`src/rtl/id_ex_stage_pkg.sv`:
```
// Shared widths, ALU control codes and the ID/EX pipeline register layout
// for the id_ex_stage block.
package id_ex_stage_pkg;

  localparam int REG_W  = 5;
  localparam int DATA_W = 32;
  localparam int ALU_W  = 5;

  typedef enum logic [ALU_W-1:0] {
    ALU_SLL  = 5'b00000,
    ALU_SRL  = 5'b00001,
    ALU_SRA  = 5'b00010,
    ALU_SLLV = 5'b00011,
    ALU_SRLV = 5'b00100,
    ALU_SRAV = 5'b00101,
    ALU_ADD  = 5'b00110,
    ALU_ADDU = 5'b00111,
    ALU_SUB  = 5'b01000,
    ALU_SUBU = 5'b01001,
    ALU_AND  = 5'b01010,
    ALU_OR   = 5'b01011,
    ALU_XOR  = 5'b01100,
    ALU_NOR  = 5'b01101,
    ALU_SLT  = 5'b01110,
    ALU_SLTU = 5'b01111,
    ALU_LUI  = 5'b10000
  } alu_op_e;

  typedef struct packed {
    logic              valid;
    logic [REG_W-1:0]  rs_num;
    logic [REG_W-1:0]  rt_num;
    logic [REG_W-1:0]  rd_num;
    logic [DATA_W-1:0] rs_val;
    logic [DATA_W-1:0] rt_val;
    logic [DATA_W-1:0] imm;
    logic              use_imm;
    logic [ALU_W-1:0]  alu_control;
    logic [REG_W-1:0]  shamt;
    logic              is_load;
    logic              reg_write;
  } ex_reg_t;

  // A writer hits a source only when it writes, the numbers match and the source is not r0.
  function automatic logic reg_hit(logic wr, logic [REG_W-1:0] rd, logic [REG_W-1:0] src);
    return wr && (rd == src) && (src != '0);
  endfunction

  function automatic logic src_dep(logic wr, logic [REG_W-1:0] rd,
                                   logic [REG_W-1:0] rs, logic rs_used,
                                   logic [REG_W-1:0] rt, logic rt_used);
    return (rs_used && reg_hit(wr, rd, rs)) || (rt_used && reg_hit(wr, rd, rt));
  endfunction

endpackage

```
`src/rtl/id_ex_stage_if.sv`:
```
// Decode-to-execute bus: ID instruction fields in, stall and EX operands out.
// id_valid/!stall_id form a valid/ready pair: an ID instruction transfers on an
// edge with id_valid=1, stall_id=0 and flush=0; while stall_id=1 ID must hold.
interface id_ex_stage_if;
  import id_ex_stage_pkg::*;

  logic              id_valid;
  logic [REG_W-1:0]  id_rs_num;
  logic [REG_W-1:0]  id_rt_num;
  logic [REG_W-1:0]  id_rd_num;
  logic [DATA_W-1:0] id_rs_val;
  logic [DATA_W-1:0] id_rt_val;
  logic [DATA_W-1:0] id_imm;
  logic              id_use_imm;
  logic              id_rs_used;
  logic              id_rt_used;
  logic [ALU_W-1:0]  id_alu_control;
  logic [REG_W-1:0]  id_shamt;
  logic              id_is_load;
  logic              id_reg_write;
  logic              flush;

  logic              stall_id;
  logic              ex_valid;
  logic [DATA_W-1:0] ex_rs;
  logic [DATA_W-1:0] ex_rt;
  logic [ALU_W-1:0]  ex_alu_control;
  logic [REG_W-1:0]  ex_shamt;
  logic [REG_W-1:0]  ex_rd_num;
  logic              ex_reg_write;
  logic              ex_is_load;

  modport master (
    output id_valid, id_rs_num, id_rt_num, id_rd_num, id_rs_val, id_rt_val, id_imm,
           id_use_imm, id_rs_used, id_rt_used, id_alu_control, id_shamt, id_is_load,
           id_reg_write, flush,
    input  stall_id, ex_valid, ex_rs, ex_rt, ex_alu_control, ex_shamt, ex_rd_num,
           ex_reg_write, ex_is_load
  );

  modport slave (
    input  id_valid, id_rs_num, id_rt_num, id_rd_num, id_rs_val, id_rt_val, id_imm,
           id_use_imm, id_rs_used, id_rt_used, id_alu_control, id_shamt, id_is_load,
           id_reg_write, flush,
    output stall_id, ex_valid, ex_rs, ex_rt, ex_alu_control, ex_shamt, ex_rd_num,
           ex_reg_write, ex_is_load
  );

endinterface

```
`src/rtl/id_ex_stage_fwd_unit.sv`:
```
// Operand forwarding mux for one EX source: EX/MEM beats MEM/WB beats the
// registered value. EN=0 passes the registered value straight through.
module fwd_unit
  import id_ex_stage_pkg::*;
#(
  parameter bit EN = 1'b1
) (
  input  logic [REG_W-1:0]  src_i,
  input  logic              src_valid_i,
  input  logic [DATA_W-1:0] reg_val_i,
  input  logic [REG_W-1:0]  exmem_rd_i,
  input  logic              exmem_reg_write_i,
  input  logic [DATA_W-1:0] exmem_result_i,
  input  logic [REG_W-1:0]  memwb_rd_i,
  input  logic              memwb_reg_write_i,
  input  logic [DATA_W-1:0] memwb_result_i,
  output logic [DATA_W-1:0] val_o
);

  always_comb begin
    val_o = reg_val_i;
    if (EN && src_valid_i) begin
      if (reg_hit(exmem_reg_write_i, exmem_rd_i, src_i)) begin
        val_o = exmem_result_i;
      end else if (reg_hit(memwb_reg_write_i, memwb_rd_i, src_i)) begin
        val_o = memwb_result_i;
      end
    end
  end

endmodule

```
`src/rtl/id_ex_stage.sv`:
```
// ID/EX pipeline register with hazard detection and operand forwarding.
// FORWARD_EN defined: forward from EX/MEM and MEM/WB, stall only on load-use.
// FORWARD_EN undefined: no forwarding, stall on any pending writer of a source.
module id_ex_stage
  import id_ex_stage_pkg::*;
(
  input  logic              clk,
  input  logic              rst,
  id_ex_stage_if.slave      bus,
  input  logic [REG_W-1:0]  exmem_rd,
  input  logic              exmem_reg_write,
  input  logic [DATA_W-1:0] exmem_result,
  input  logic [REG_W-1:0]  memwb_rd,
  input  logic              memwb_reg_write,
  input  logic [DATA_W-1:0] memwb_result
);

`ifdef FORWARD_EN
  localparam bit FwdEn = 1'b1;
`else
  localparam bit FwdEn = 1'b0;
`endif

  ex_reg_t           ex_q, ex_d;
  logic              dep_ex, hazard, stall, issue;
  logic [DATA_W-1:0] rs_fwd, rt_fwd;

  // A bubble in EX never counts as a writer.
  assign dep_ex = src_dep(ex_q.valid && ex_q.reg_write, ex_q.rd_num,
                          bus.id_rs_num, bus.id_rs_used, bus.id_rt_num, bus.id_rt_used);

`ifdef FORWARD_EN
  assign hazard = dep_ex && ex_q.is_load;
`else
  logic dep_exmem, dep_memwb;
  assign dep_exmem = src_dep(exmem_reg_write, exmem_rd,
                             bus.id_rs_num, bus.id_rs_used, bus.id_rt_num, bus.id_rt_used);
  assign dep_memwb = src_dep(memwb_reg_write, memwb_rd,
                             bus.id_rs_num, bus.id_rs_used, bus.id_rt_num, bus.id_rt_used);
  assign hazard = dep_ex || dep_exmem || dep_memwb;
`endif

  assign stall = !rst && !bus.flush && bus.id_valid && hazard;
  assign issue = bus.id_valid && !bus.flush && !stall;

  always_comb begin
    ex_d             = '0;
    ex_d.valid       = issue;
    ex_d.rs_num      = bus.id_rs_num;
    ex_d.rt_num      = bus.id_rt_num;
    ex_d.rd_num      = bus.id_rd_num;
    ex_d.rs_val      = bus.id_rs_val;
    ex_d.rt_val      = bus.id_rt_val;
    ex_d.imm         = bus.id_imm;
    ex_d.use_imm     = bus.id_use_imm;
    ex_d.alu_control = bus.id_alu_control;
    ex_d.shamt       = bus.id_shamt;
    ex_d.is_load     = issue && bus.id_is_load;
    ex_d.reg_write   = issue && bus.id_reg_write;
  end

  always_ff @(posedge clk) begin
    if (rst) begin
      ex_q <= '0;
    end else begin
      ex_q <= ex_d;
    end
  end

  fwd_unit #(.EN(FwdEn)) u_fwd_rs (
    .src_i             (ex_q.rs_num),
    .src_valid_i       (ex_q.valid),
    .reg_val_i         (ex_q.rs_val),
    .exmem_rd_i        (exmem_rd),
    .exmem_reg_write_i (exmem_reg_write),
    .exmem_result_i    (exmem_result),
    .memwb_rd_i        (memwb_rd),
    .memwb_reg_write_i (memwb_reg_write),
    .memwb_result_i    (memwb_result),
    .val_o             (rs_fwd)
  );

  fwd_unit #(.EN(FwdEn)) u_fwd_rt (
    .src_i             (ex_q.rt_num),
    .src_valid_i       (ex_q.valid),
    .reg_val_i         (ex_q.rt_val),
    .exmem_rd_i        (exmem_rd),
    .exmem_reg_write_i (exmem_reg_write),
    .exmem_result_i    (exmem_result),
    .memwb_rd_i        (memwb_rd),
    .memwb_reg_write_i (memwb_reg_write),
    .memwb_result_i    (memwb_result),
    .val_o             (rt_fwd)
  );

  assign bus.stall_id       = stall;
  assign bus.ex_valid       = ex_q.valid;
  assign bus.ex_rs          = rs_fwd;
  assign bus.ex_rt          = ex_q.use_imm ? ex_q.imm : rt_fwd;
  assign bus.ex_alu_control = ex_q.alu_control;
  assign bus.ex_shamt       = ex_q.shamt;
  assign bus.ex_rd_num      = ex_q.rd_num;
  assign bus.ex_reg_write   = ex_q.reg_write;
  assign bus.ex_is_load     = ex_q.is_load;

endmodule

```
`src/flat_wrapper.sv`:
```
// flat-port wrapper written by rule: the top's interface ports become plain ports
module id_ex_stage_flat import id_ex_stage_pkg::*;
  (clk, rst, exmem_rd, exmem_reg_write, exmem_result, memwb_rd, memwb_reg_write, memwb_result, bus_id_valid, bus_id_rs_num, bus_id_rt_num, bus_id_rd_num, bus_id_rs_val, bus_id_rt_val, bus_id_imm, bus_id_use_imm, bus_id_rs_used, bus_id_rt_used, bus_id_alu_control, bus_id_shamt, bus_id_is_load, bus_id_reg_write, bus_flush, bus_stall_id, bus_ex_valid, bus_ex_rs, bus_ex_rt, bus_ex_alu_control, bus_ex_shamt, bus_ex_rd_num, bus_ex_reg_write, bus_ex_is_load);
  id_ex_stage_if bus_i ();
  input  logic clk;
  input  logic rst;
  input  logic [REG_W-1:0] exmem_rd;
  input  logic exmem_reg_write;
  input  logic [DATA_W-1:0] exmem_result;
  input  logic [REG_W-1:0] memwb_rd;
  input  logic memwb_reg_write;
  input  logic [DATA_W-1:0] memwb_result;
  input wire logic [$bits(bus_i.id_valid)-1:0] bus_id_valid;
  input wire logic [$bits(bus_i.id_rs_num)-1:0] bus_id_rs_num;
  input wire logic [$bits(bus_i.id_rt_num)-1:0] bus_id_rt_num;
  input wire logic [$bits(bus_i.id_rd_num)-1:0] bus_id_rd_num;
  input wire logic [$bits(bus_i.id_rs_val)-1:0] bus_id_rs_val;
  input wire logic [$bits(bus_i.id_rt_val)-1:0] bus_id_rt_val;
  input wire logic [$bits(bus_i.id_imm)-1:0] bus_id_imm;
  input wire logic [$bits(bus_i.id_use_imm)-1:0] bus_id_use_imm;
  input wire logic [$bits(bus_i.id_rs_used)-1:0] bus_id_rs_used;
  input wire logic [$bits(bus_i.id_rt_used)-1:0] bus_id_rt_used;
  input wire logic [$bits(bus_i.id_alu_control)-1:0] bus_id_alu_control;
  input wire logic [$bits(bus_i.id_shamt)-1:0] bus_id_shamt;
  input wire logic [$bits(bus_i.id_is_load)-1:0] bus_id_is_load;
  input wire logic [$bits(bus_i.id_reg_write)-1:0] bus_id_reg_write;
  input wire logic [$bits(bus_i.flush)-1:0] bus_flush;
  output wire logic [$bits(bus_i.stall_id)-1:0] bus_stall_id;
  output wire logic [$bits(bus_i.ex_valid)-1:0] bus_ex_valid;
  output wire logic [$bits(bus_i.ex_rs)-1:0] bus_ex_rs;
  output wire logic [$bits(bus_i.ex_rt)-1:0] bus_ex_rt;
  output wire logic [$bits(bus_i.ex_alu_control)-1:0] bus_ex_alu_control;
  output wire logic [$bits(bus_i.ex_shamt)-1:0] bus_ex_shamt;
  output wire logic [$bits(bus_i.ex_rd_num)-1:0] bus_ex_rd_num;
  output wire logic [$bits(bus_i.ex_reg_write)-1:0] bus_ex_reg_write;
  output wire logic [$bits(bus_i.ex_is_load)-1:0] bus_ex_is_load;
  assign bus_i.id_valid = bus_id_valid;
  assign bus_i.id_rs_num = bus_id_rs_num;
  assign bus_i.id_rt_num = bus_id_rt_num;
  assign bus_i.id_rd_num = bus_id_rd_num;
  assign bus_i.id_rs_val = bus_id_rs_val;
  assign bus_i.id_rt_val = bus_id_rt_val;
  assign bus_i.id_imm = bus_id_imm;
  assign bus_i.id_use_imm = bus_id_use_imm;
  assign bus_i.id_rs_used = bus_id_rs_used;
  assign bus_i.id_rt_used = bus_id_rt_used;
  assign bus_i.id_alu_control = bus_id_alu_control;
  assign bus_i.id_shamt = bus_id_shamt;
  assign bus_i.id_is_load = bus_id_is_load;
  assign bus_i.id_reg_write = bus_id_reg_write;
  assign bus_i.flush = bus_flush;
  assign bus_stall_id = bus_i.stall_id;
  assign bus_ex_valid = bus_i.ex_valid;
  assign bus_ex_rs = bus_i.ex_rs;
  assign bus_ex_rt = bus_i.ex_rt;
  assign bus_ex_alu_control = bus_i.ex_alu_control;
  assign bus_ex_shamt = bus_i.ex_shamt;
  assign bus_ex_rd_num = bus_i.ex_rd_num;
  assign bus_ex_reg_write = bus_i.ex_reg_write;
  assign bus_ex_is_load = bus_i.ex_is_load;
  id_ex_stage u_core (.clk(clk), .rst(rst), .bus(bus_i), .exmem_rd(exmem_rd), .exmem_reg_write(exmem_reg_write), .exmem_result(exmem_result), .memwb_rd(memwb_rd), .memwb_reg_write(memwb_reg_write), .memwb_result(memwb_result));
endmodule
```
`config.mk`:
```
export PLATFORM = sky130hd
export DESIGN_NAME = id_ex_stage_flat
export DESIGN_NICKNAME = d
export VERILOG_FILES = /design/src/rtl/id_ex_stage_pkg.sv /design/src/rtl/id_ex_stage_if.sv /design/src/rtl/id_ex_stage_fwd_unit.sv /design/src/rtl/id_ex_stage.sv /design/src/flat_wrapper.sv
export SDC_FILE = /design/constraint.sdc
export NUM_CORES = 1
export LEC_CHECK = 0
export CAP_MARGIN = 0
export CELL_PAD_IN_SITES_DETAIL_PLACEMENT = 1
export CELL_PAD_IN_SITES_GLOBAL_PLACEMENT = 2
export CORE_ASPECT_RATIO = 1.75
export CORE_UTILIZATION = 18
export DETAILED_ROUTE_END_ITERATION = 7
export HOLD_SLACK_MARGIN = 0.03
export PLACE_DENSITY = 0.87
export SETUP_SLACK_MARGIN = 0.15
export SLEW_MARGIN = 10
export SYNTH_ARGS = -nofsm -noshare
export SYNTH_HDL_FRONTEND = slang
export SYNTH_SLANG_ARGS = --single-unit
```
`constraint.sdc`:
```
create_clock -name clk -period 1.4 [get_ports clk]
set_input_delay 0.28 -clock clk [delete_from_list [all_inputs] [get_ports clk]]
set_output_delay 0.28 -clock clk [all_outputs]
set_load 0.05 [all_outputs]
```
==> flow_summary.yaml <==
outcome:
  run_status: "finished with violations"
  violations: "negative setup slack"
yosys:
  syn_area_per_cell_um2: 11.1
  synth-seq-area-share: 0.549
  synth_area_leaders: "dfxtp_1, nor2b_1, mux2_2"
  synth_fp_nets: 583
  synth_commonest_cells: "dfxtp_1, nor2b_1, buf_4, mux2_2, xor2_1"
  postSynth.asyncResetShare: 0
  synthCells: 377
  syn_area_um2: 4200
  synth_area_leader_cell: "dfxtp_1"
  synth_cell_type_count: 20
  ys_seq_elements: 115
  synth_top_area_frac: 0.549
  ys_warn_count: 0
  ys.flop_type: "dfxtp_1"
  synth-edff-count: 0
  synth.most_common_cell: "dfxtp_1"
worst_setup_path:
  crit_type: "in -> out"
  crit_path_max_fanout: 2
  critical_path_buf_inv_count: 2
  crit_family: "buffers and inverters"
  critPathMaxStageDelay_ns: 0.47
  arrival_ns: 2.04
  crit_chain: "clkdlybuf4s50_1 > xor2_1 > nor4_2 > nand3_1 > a31oi_4 > o21a_4 > buf_12"
  end_kind: "output pin"
  critPathLaunchType: "input port"
  critPathRequiredTime_ns: 1.12
  cp_slowest_cell: "clkdlybuf4s50_1"
worst_hold_path:
  hold_path.class: "in -> reg"
route:
  drt-wirelength-per-cell_um: 16.1
  vias_per_cell: 3.74
  routed_wl_mm: 14.6
  vias: 3389
  dr.pass1.iters: 4
  ant_nets: 0
  drt-initial-drc-count: 81
  drc: 0
finish:
  synthToLayoutAreaGrowth_pct: 100
  final-seq-area_um2: 2340
  multi_input_area_um2: 1710
  finalNetCount: 801
  fillers: 2403
  drive_above_1_share: 0.348
  antenna_cells: 0
timing:
  layout_setup_ws_ns: -0.916
  fmax_mhz: 432
  finalCriticalPeriod_ns: 2.32
  hold_violations: 0
  maxSlewViolCount: 0
  finalCritPeriodShare: 1.65
  rsz0062_at_grt: "true"
  tightest_slew_ns: 0.497
  slew_headroom: 0.668
  finClkSkew_ns: 0.00351
  setup_viol: 36
floorplan:
  rows: 73
  die_h_um: 204
  die_x_um: 117
  start_util: 0.184
  pin_count: 289
  dieArea_um2: 24000
  core_area_um2: 22800
grt:
  grt_pass1_vias: 3798
  grt_overflow: 0
  grt_use_met2: 0.236
  met3_usage: 0.0488
  grt_use_total: 0.125
  grt_max_degree: 113
  grt_first_pass_wirelength_mm: 21.5
  grt-busiest-layer: "met2"
  antenna_found_initial: 0
  grt_util_met1: 0.0988
clock_tree:
  cts_tree: "done"
  cts_buffer_depth: 2
  cts-root-buf: "clkbuf_16"
  clk_latency_ns: 0.42
  clk_pin_slew_ns: 0.05
  numCtsBuffers: 17
  htree_levels: 4
  cts.sinks: 115
pwr:
  power.total_mw: 9.83
  vdd_drop_max_mv: 0.753
  power_density_nw_per_um2: 1170
  p_leak_nw: 3.40
placed_design:
  dp_hpwl_mm: 10.4
  place_ws_ns: -1.06
  port_buffers: 224
  globalplace.congestion: 0.946
job:
  drv_cap: 0
==> cell families after synthesis <==
group | synth area share
and+or+nand+nor | 0.195
DFF | 0.549
muxes | 0.0859
AOI/OAI and AO/OA | 0.00865
buffers and inverters | 0.0993
xor gates and xnor gates | 0.0626
==> worst register-to-register path, cell delays in order, from the launching register on <==
cell	delay (ns)
dfxtp_4	0.37
xor2_2	0.16
nor4_4	0.31
nand4_1	0.19
a31oi_4	0.22
buf_6	0.13
buf_6	0.08
buf_6	0.08
buf_6	0.09
buf_6	0.09
buf_6	0.09
buf_6	0.08
buf_6	0.08
buf_6	0.11
nor3b_4	0.04
==> where the power goes <==
part	internal (mW)	leakage (nW)	switching (mW)
clock network	2.78	0.283	1.46
registers	3.45	0.965	0.102
logic	1.13	2.16	0.913
==> stage by stage <==
| step | setup TNS (ns) | instance area [um2] | utilization | hold slack, ns | instances |
|---|---|---|---|---|---|
| global route | -18.53 | 8400 | 0.368 | 0.388 | 906 |
| global placement | -3.04 | 7330 | 0.321 | 0.727 | 861 |
| floorplan | -0.207 | 4370 | - | 0.407 | 377 |
| CTS | -18.11 | 8300 | 0.364 | 0.369 | 905 |
| detailed placement | -3.53 | 7330 | 0.321 | 0.729 | 861 |
| finish | -16.30 | 8400 | 0.368 | 0.408 | 906 |
==> placed cells by master, fill, tap and decap left out, drive strengths merged, types with 2 or more instances in the layout <==
| cell type | instances |
|---|---|
| a31oi | 2 |
| clkbuf | 25 |
| dlymetal6s2s | 3 |
| dfxtp | 115 |
| dlygate4sd2 | 5 |
| bufinv | 2 |
| nand2 | 2 |
| nor3 | 2 |
| nor4 | 6 |
| clkdlybuf4s50 | 131 |
| or4 | 2 |
| nor3b | 2 |
| clkinv | 3 |
| mux2 | 32 |
| xor2 | 24 |
| nand4 | 2 |
| xnor2 | 6 |
| nor2b | 112 |
| buf | 122 |
| nand3 | 4 |
| o21ai | 2 |
==> what timing repair did <==
action / CTS / global route
hold buffers: 0 / 0
pin swaps: 2 / 3
gates resized for setup: 75 / 18
gates cloned: 3 / 0
buffers inserted: 11 / 1
setup endpoints to repair: 50 / 45
==> final timing paths <==
check	from	end	slack, ns	cells past startpoint
setup reg to reg	u_core.bus.ex_rd_num[3]	u_core.bus.ex_valid	-0.83	14
hold / removal	bus_id_rs_val[23]	u_core.ex_q[100]	0.41	2
hold reg to reg	u_core.bus.ex_reg_write	u_core.bus.ex_is_load	0.90	4
setup / recovery	memwb_rd[3]	bus_stall_id	-0.92	7
==> layout make-up <==
type                       count  share of cell area
sequential                   115               0.278
clock inverter                 5             0.00894
timing repair buffer         262               0.406
multi-input combinational    199               0.203
tap                          300              0.0447
clock buffer                  25              0.0590
==> flip-flops by register name (all words and copies together), names as in the netlist <==
| register | flops |
|---|---|
| u_core.bus.ex_alu_control | 5 |
| u_core.ex_q | 97 |
| u_core.bus.ex_is_load | 1 |
| u_core.bus.ex_valid | 1 |
| u_core.bus.ex_reg_write | 1 |
| u_core.bus.ex_rd_num | 5 |
| u_core.bus.ex_shamt | 5 |
==> layer usage <==
metal  wire (um)  up-vias  part of all wire
met5           0        -                 0
met4         774        0             0.053
met3        1030       42             0.071
met2        8360      171              0.57
met1        4410     1591              0.30
li1            -     1585                 -
No activity file was read; power rests on OpenSTA's default activity.
==> variant 1 (same flow settings) <==
The option `FORWARD_EN` is turned on by a define.
--- a/src/rtl/id_ex_stage.sv
+++ b/src/rtl/id_ex_stage.sv
@@ -2,4 +2,6 @@
 // FORWARD_EN defined: forward from EX/MEM and MEM/WB, stall only on load-use.
 // FORWARD_EN undefined: no forwarding, stall on any pending writer of a source.
+`define FORWARD_EN
+
 module id_ex_stage
   import id_ex_stage_pkg::*;
Check against the original RTL: not equivalent (Yosys sat finds a counterexample within 4 cycles, from zero or initial values and one cycle with rst high).
==> variant 1 against the unedited design <==
The run still ends with setup timing left. Non-clock buffer count is 123 higher. Design area up 45%. Sequential cell count is 10 higher. Total power is 16% higher. Fmax fell by 25%. Sequential share of layout area decreased by 6.9 points. Largest cell class unchanged. Clock power up 7.3%. Setup slack worse by 760 ps. Wire length rose by 95%. Count of clock-buffer cells in the layout is 2 lower. Global-route usage increased by 4.9 points. Area after synthesis grew 42%.
==> variant 1: results (changes against the unedited design) <==
status finished with violations; violated checks setup timing; Seq. pwr 3.86 mW (+8.4%); post-cts sizing count 150 (+100%); Yosys cell types 34 (+70%); hold_ws 219 ps (-188 ps); initial DRC count 160 (+98%); GP Congestion 0.879 (-7.1%); vias in the first global route 6992 (+84%); # setup viols final 68 (+89%); Leak 4.66 nW (+37%); worst hold endpoint u_core.ex_q[115]$_SDFF_PP0_; Logic pwr share 26.1% (+5.3 points); hold wc startpoint bus_id_rt_num[1]; Post-Syn Nets 807 (+38%); flop2flop setup slack 50 ps (+880 ps); complex-gate fraction of the synthesized area 17.9% (+17 points); final non-filler cell total 1364 (+51%); Placed Instances 1304 (+51%); I/O Buffers 288 (+29%); initial antenna violation count 7 (+7); max reg flops 107 (+10%); part of the power in registers 34.0% (-2.2 points); Critical Path Fanout Max 15 (+13); crit path DAT 2790 ps (+750 ps); Syn Inst Count 601 (+59%); CP max stage delay 550 ps (+80 ps); WHS Path Cells 3 (+1); Switch Pwr 3.15 mW (+27%); final setup TNS -101930 ps (-85630 ps); Post-Synth XOR/XNOR Area 4.12% (-2.1 points); post-synthesis mux area share 5.38% (-3.2 points); Post-CTS Setup Repair Bufs 12 (+1); final net count 1150 (+44%); commonest cells in the netlist dfxtp_1 (125), nor2b_1 (123), and2_1 (34); Placement Setup Slack -1770 ps (-705 ps); first-pass detailed-route iteration total 6 (+2); drt total wl 28400 um (+95%); Peak VDD IR 0.747 mV (-0.79%); Clock Skew 2.03 ps (-1.48 ps); Overall Global Routing Usage 17.4% (+4.9 points); slowest cell on the critical path or4_4; PnR worst setup slack -1670 ps (-758 ps)
variant 1: area by class of cell:
class                           instances  area [um^2]
Fill cell                            3481        20300
Timing Repair Buffer                  385         4690
Multi-Input combinational cell        383         3680
Sequential cell                       125         2540
Tap cell                              400          500
Clock buffer                           23          468
Inverter                               32          120
Clock inverter                          8          115
Antenna cell                            8         20.0
variant 1: per-layer routing:
metal,up-vias,track usage (%),wire (um)
met2,215,34.1,16600
li1,2799,-,-
met4,0,11.5,1470
met3,73,4.32,1330
met1,2947,15.2,9020
met5,-,0,0
variant 1: critical path: cells and delay by family (launching register included):
| kind | cells | cell delay (ps) |
|---|---|---|
| compound gates | 1 | 200 |
| flops | 1 | 320 |
| simple gates | 4 | 1190 |
| buf+inv | 4 | 630 |
variant 1: cells by family (layout without fill, tap and decap cells):
logic type      count (synthesis)  count (layout)
xor+xnor                       28              28
compound gates                102             102
simple gates                  221             221
mux                            32              32
buf+inv                        93             448
other cells                     0               8
flops                         125             125
==> variant 2 (same flow settings) <==
Made on the original files. Make the reset (`rst`) asynchronous in one clocked block.
--- a/src/rtl/id_ex_stage.sv
+++ b/src/rtl/id_ex_stage.sv
@@ -60,5 +60,5 @@
   end
 
-  always_ff @(posedge clk) begin
+  always_ff @(posedge clk or posedge rst) begin
     if (rst) begin
       ex_q <= '0;
Check against the original RTL: differs if rst is asserted again (counterexample within 4 cycles, from zero or initial values and one cycle with rst high); with rst held inactive, the same outputs for 10 cycles.
==> variant 2 against the unedited design <==
The run still ends with setup timing left. Sequential share of layout area rose by 8.2 points. Sequential cell count did not move. Via count fell by 17%. Sequential power up 1%. Design area fell by 4.6%. Hold slack worse by 100 ps. Wire length is 7.0% lower. Setup slack worse by 97 ps. Area after synthesis is 4.2% lower. Total power rose by 1.8%. Critical path type unchanged. Highest routed layer is now met5.
==> variant 2: results (changes against the unedited design) <==
routed len/inst 17.1 um (+6.6%); final net count 687 (-14%); deepest clock path buffer count 2 (unchanged); first-pass GRT wire length 20000 um (-6.8%); hold wc startpoint bus_id_alu_control[2]; max_cap viols 0 (unchanged); Peak VDD IR 0.820 mV (+9.0%); largest net degree at the start of global routing 77 (-32%); CP max stage delay 510 ps (+40 ps); Yosys cell types 19 (-5.0%); r2r endpoint u_core.bus.ex_valid$_DFF_PP0_; Synth Flop Type dfrtp_1; Placed Instances 748 (-13%); R2R cell count 8 (-6); Via density 3.54 (-5.3%); # setup viols final 39 (+8.3%); initial DRC count 30 (-63%); vias in the first global route 3464 (-8.8%); Overall Global Routing Usage 12.4% (-0.078 points); FF-to-FF Start u_core.bus.ex_rd_num[3]$_DFF_PP0_; post-synthesis mux area share 8.96% (+0.37 points); commonest cells in the netlist dfrtp_1 (115), buf_4 (47), mux2_2 (32); HP Class in2reg; worst hold endpoint u_core.bus.ex_alu_control[2]$_DFF_PP0_; initial antenna violation count 1 (+1); flop2flop setup slack -390 ps (+440 ps); DP HPWL 10500 um (+1.1%); complex-gate fraction of the synthesized area 0.747% (-0.12 points); max reg flops 97 (unchanged); share of cells above drive strength 1 38.3% (+3.4 points); Syn Inst Count 255 (-32%); fillers 2308 (-4.0%); slowest cell on the critical path clkdlybuf4s50_1; Post-Synth XOR/XNOR Area 6.53% (+0.27 points); clk_lat worst skew 410 ps; PnR worst setup slack -1010 ps (-97.3 ps); sequential fraction of the synthesis area 71.6% (+17 points); Leak 3.53 nW (+3.7%); GP Congestion 0.816 (-14%); adder-cell share of the synthesized area 0% (unchanged); status finished with violations; Post-Syn Nets 461 (-21%); Clock Skew 8.57 ps (+5.06 ps); final non-filler cell total 790 (-13%); violated checks setup timing; Async SR Flop Fraction 100% (+100 points); Critical Path Fanout Max 4 (+2); Area contributors post-synth dfrtp_1 (72%), mux2_2 (9.0%), buf_4 (8.8%); WHS Path Cells 1 (-1); first-pass detailed-route iteration total 4 (unchanged); Rel. slew slack 63.7% (-3.1 points)
variant 2: cell types whose count changed in the layout (fill, tap and decap cells not counted), sizes merged, moves of 5 or more:
cell / unedited run / this run
dfxtp: 115 / 0
dfrtp: 0 / 115
buf: 122 / 117
clkdlybuf4s50: 131 / 138
nor2b: 112 / 2
dlygate4sd2: 5 / 0
variant 2: area by class of cell:
type                       count  share of cell area [%]
clock buffer                  23                    6.09
clock inverter                 9                    1.58
inverter                       1                  0.0937
multi-input combinational     88                    11.3
sequential                   115                    36.0
tap                          296                    4.62
timing repair buffer         258                    40.4
variant 2: where the power goes:
group	internal, mW	total [mW]	leakage, nW	switching [mW]
Sequential	3.50	3.60	1.34	0.106
Combinational	1.02	1.93	1.89	0.906
Clock	2.98	4.48	0.303	1.50
variant 2: what timing repair did:
action	CTS	global route
cloned	3	0
resized for setup	55	10
endpoints found under the setup margin	86	86
pin swaps	6	0
buffers inserted	3	4
hold endpoints to repair	0	0
variant 2: critical path, delay by kind of cell:
kind | cells | cell delay [ps]
AOI/OAI and AO/OA | 2 | 350
xor gates and xnor gates | 1 | 220
buffers and inverters | 2 | 650
and+or+nand+nor | 3 | 630
variant 2: through the flow:
stage / util [%] / setup TNS, ps / cell area, um^2 / hold WS [ps] / worst slack (ps)
global placement: 31.9 / -2920 / 7020 / 727 / -959
finish: 36.4 / -18620 / 8010 / 307 / -1010
detailed placement: 31.9 / -5370 / 7020 / 729 / -1050
floorplan: - / -37790 / 4180 / 311 / -1400
global route: 36.4 / -20720 / 8010 / 286 / -1100
CTS: 36.1 / -20200 / 7940 / 281 / -1050
variant 2: kinds of logic (layout without fill, tap and decap cells):
family	Yosys count	after routing
buf+inv	52	291
compound gates	5	5
xor+xnor	30	30
mux	32	32
simple gates	21	21
flops	115	115
variant 2: worst max path at each step:
| stage | from | to | slack [ps] | depth (start not counted) |
|---|---|---|---|---|
| 2_1_floorplan | rst | bus_stall_id | -1400 | 3 |
| 3_3_place_gp | bus_id_rt_num[4] | bus_stall_id | -960 | 8 |
| 3_5_place_dp | bus_id_rs_num[3] | bus_stall_id | -1050 | 8 |
| 4_1_cts | u_core.bus.ex_rd_num[3]$_DFF_PP0_ | bus_stall_id | -1050 | 7 |
| 5_1_grt | u_core.bus.ex_rd_num[3]$_DFF_PP0_ | bus_stall_id | -1100 | 7 |
| 6_report | bus_id_rs_num[3] | bus_stall_id | -1010 | 8 |
variant 2: routing by layer:
layer	wire (um)	track usage (%)	up-vias
li1	-	-	1243
met1	3970	10.3	1387
met3	1000	4.91	20
met5	13	0	-
met2	8220	24.6	147
met4	335	5.82	2
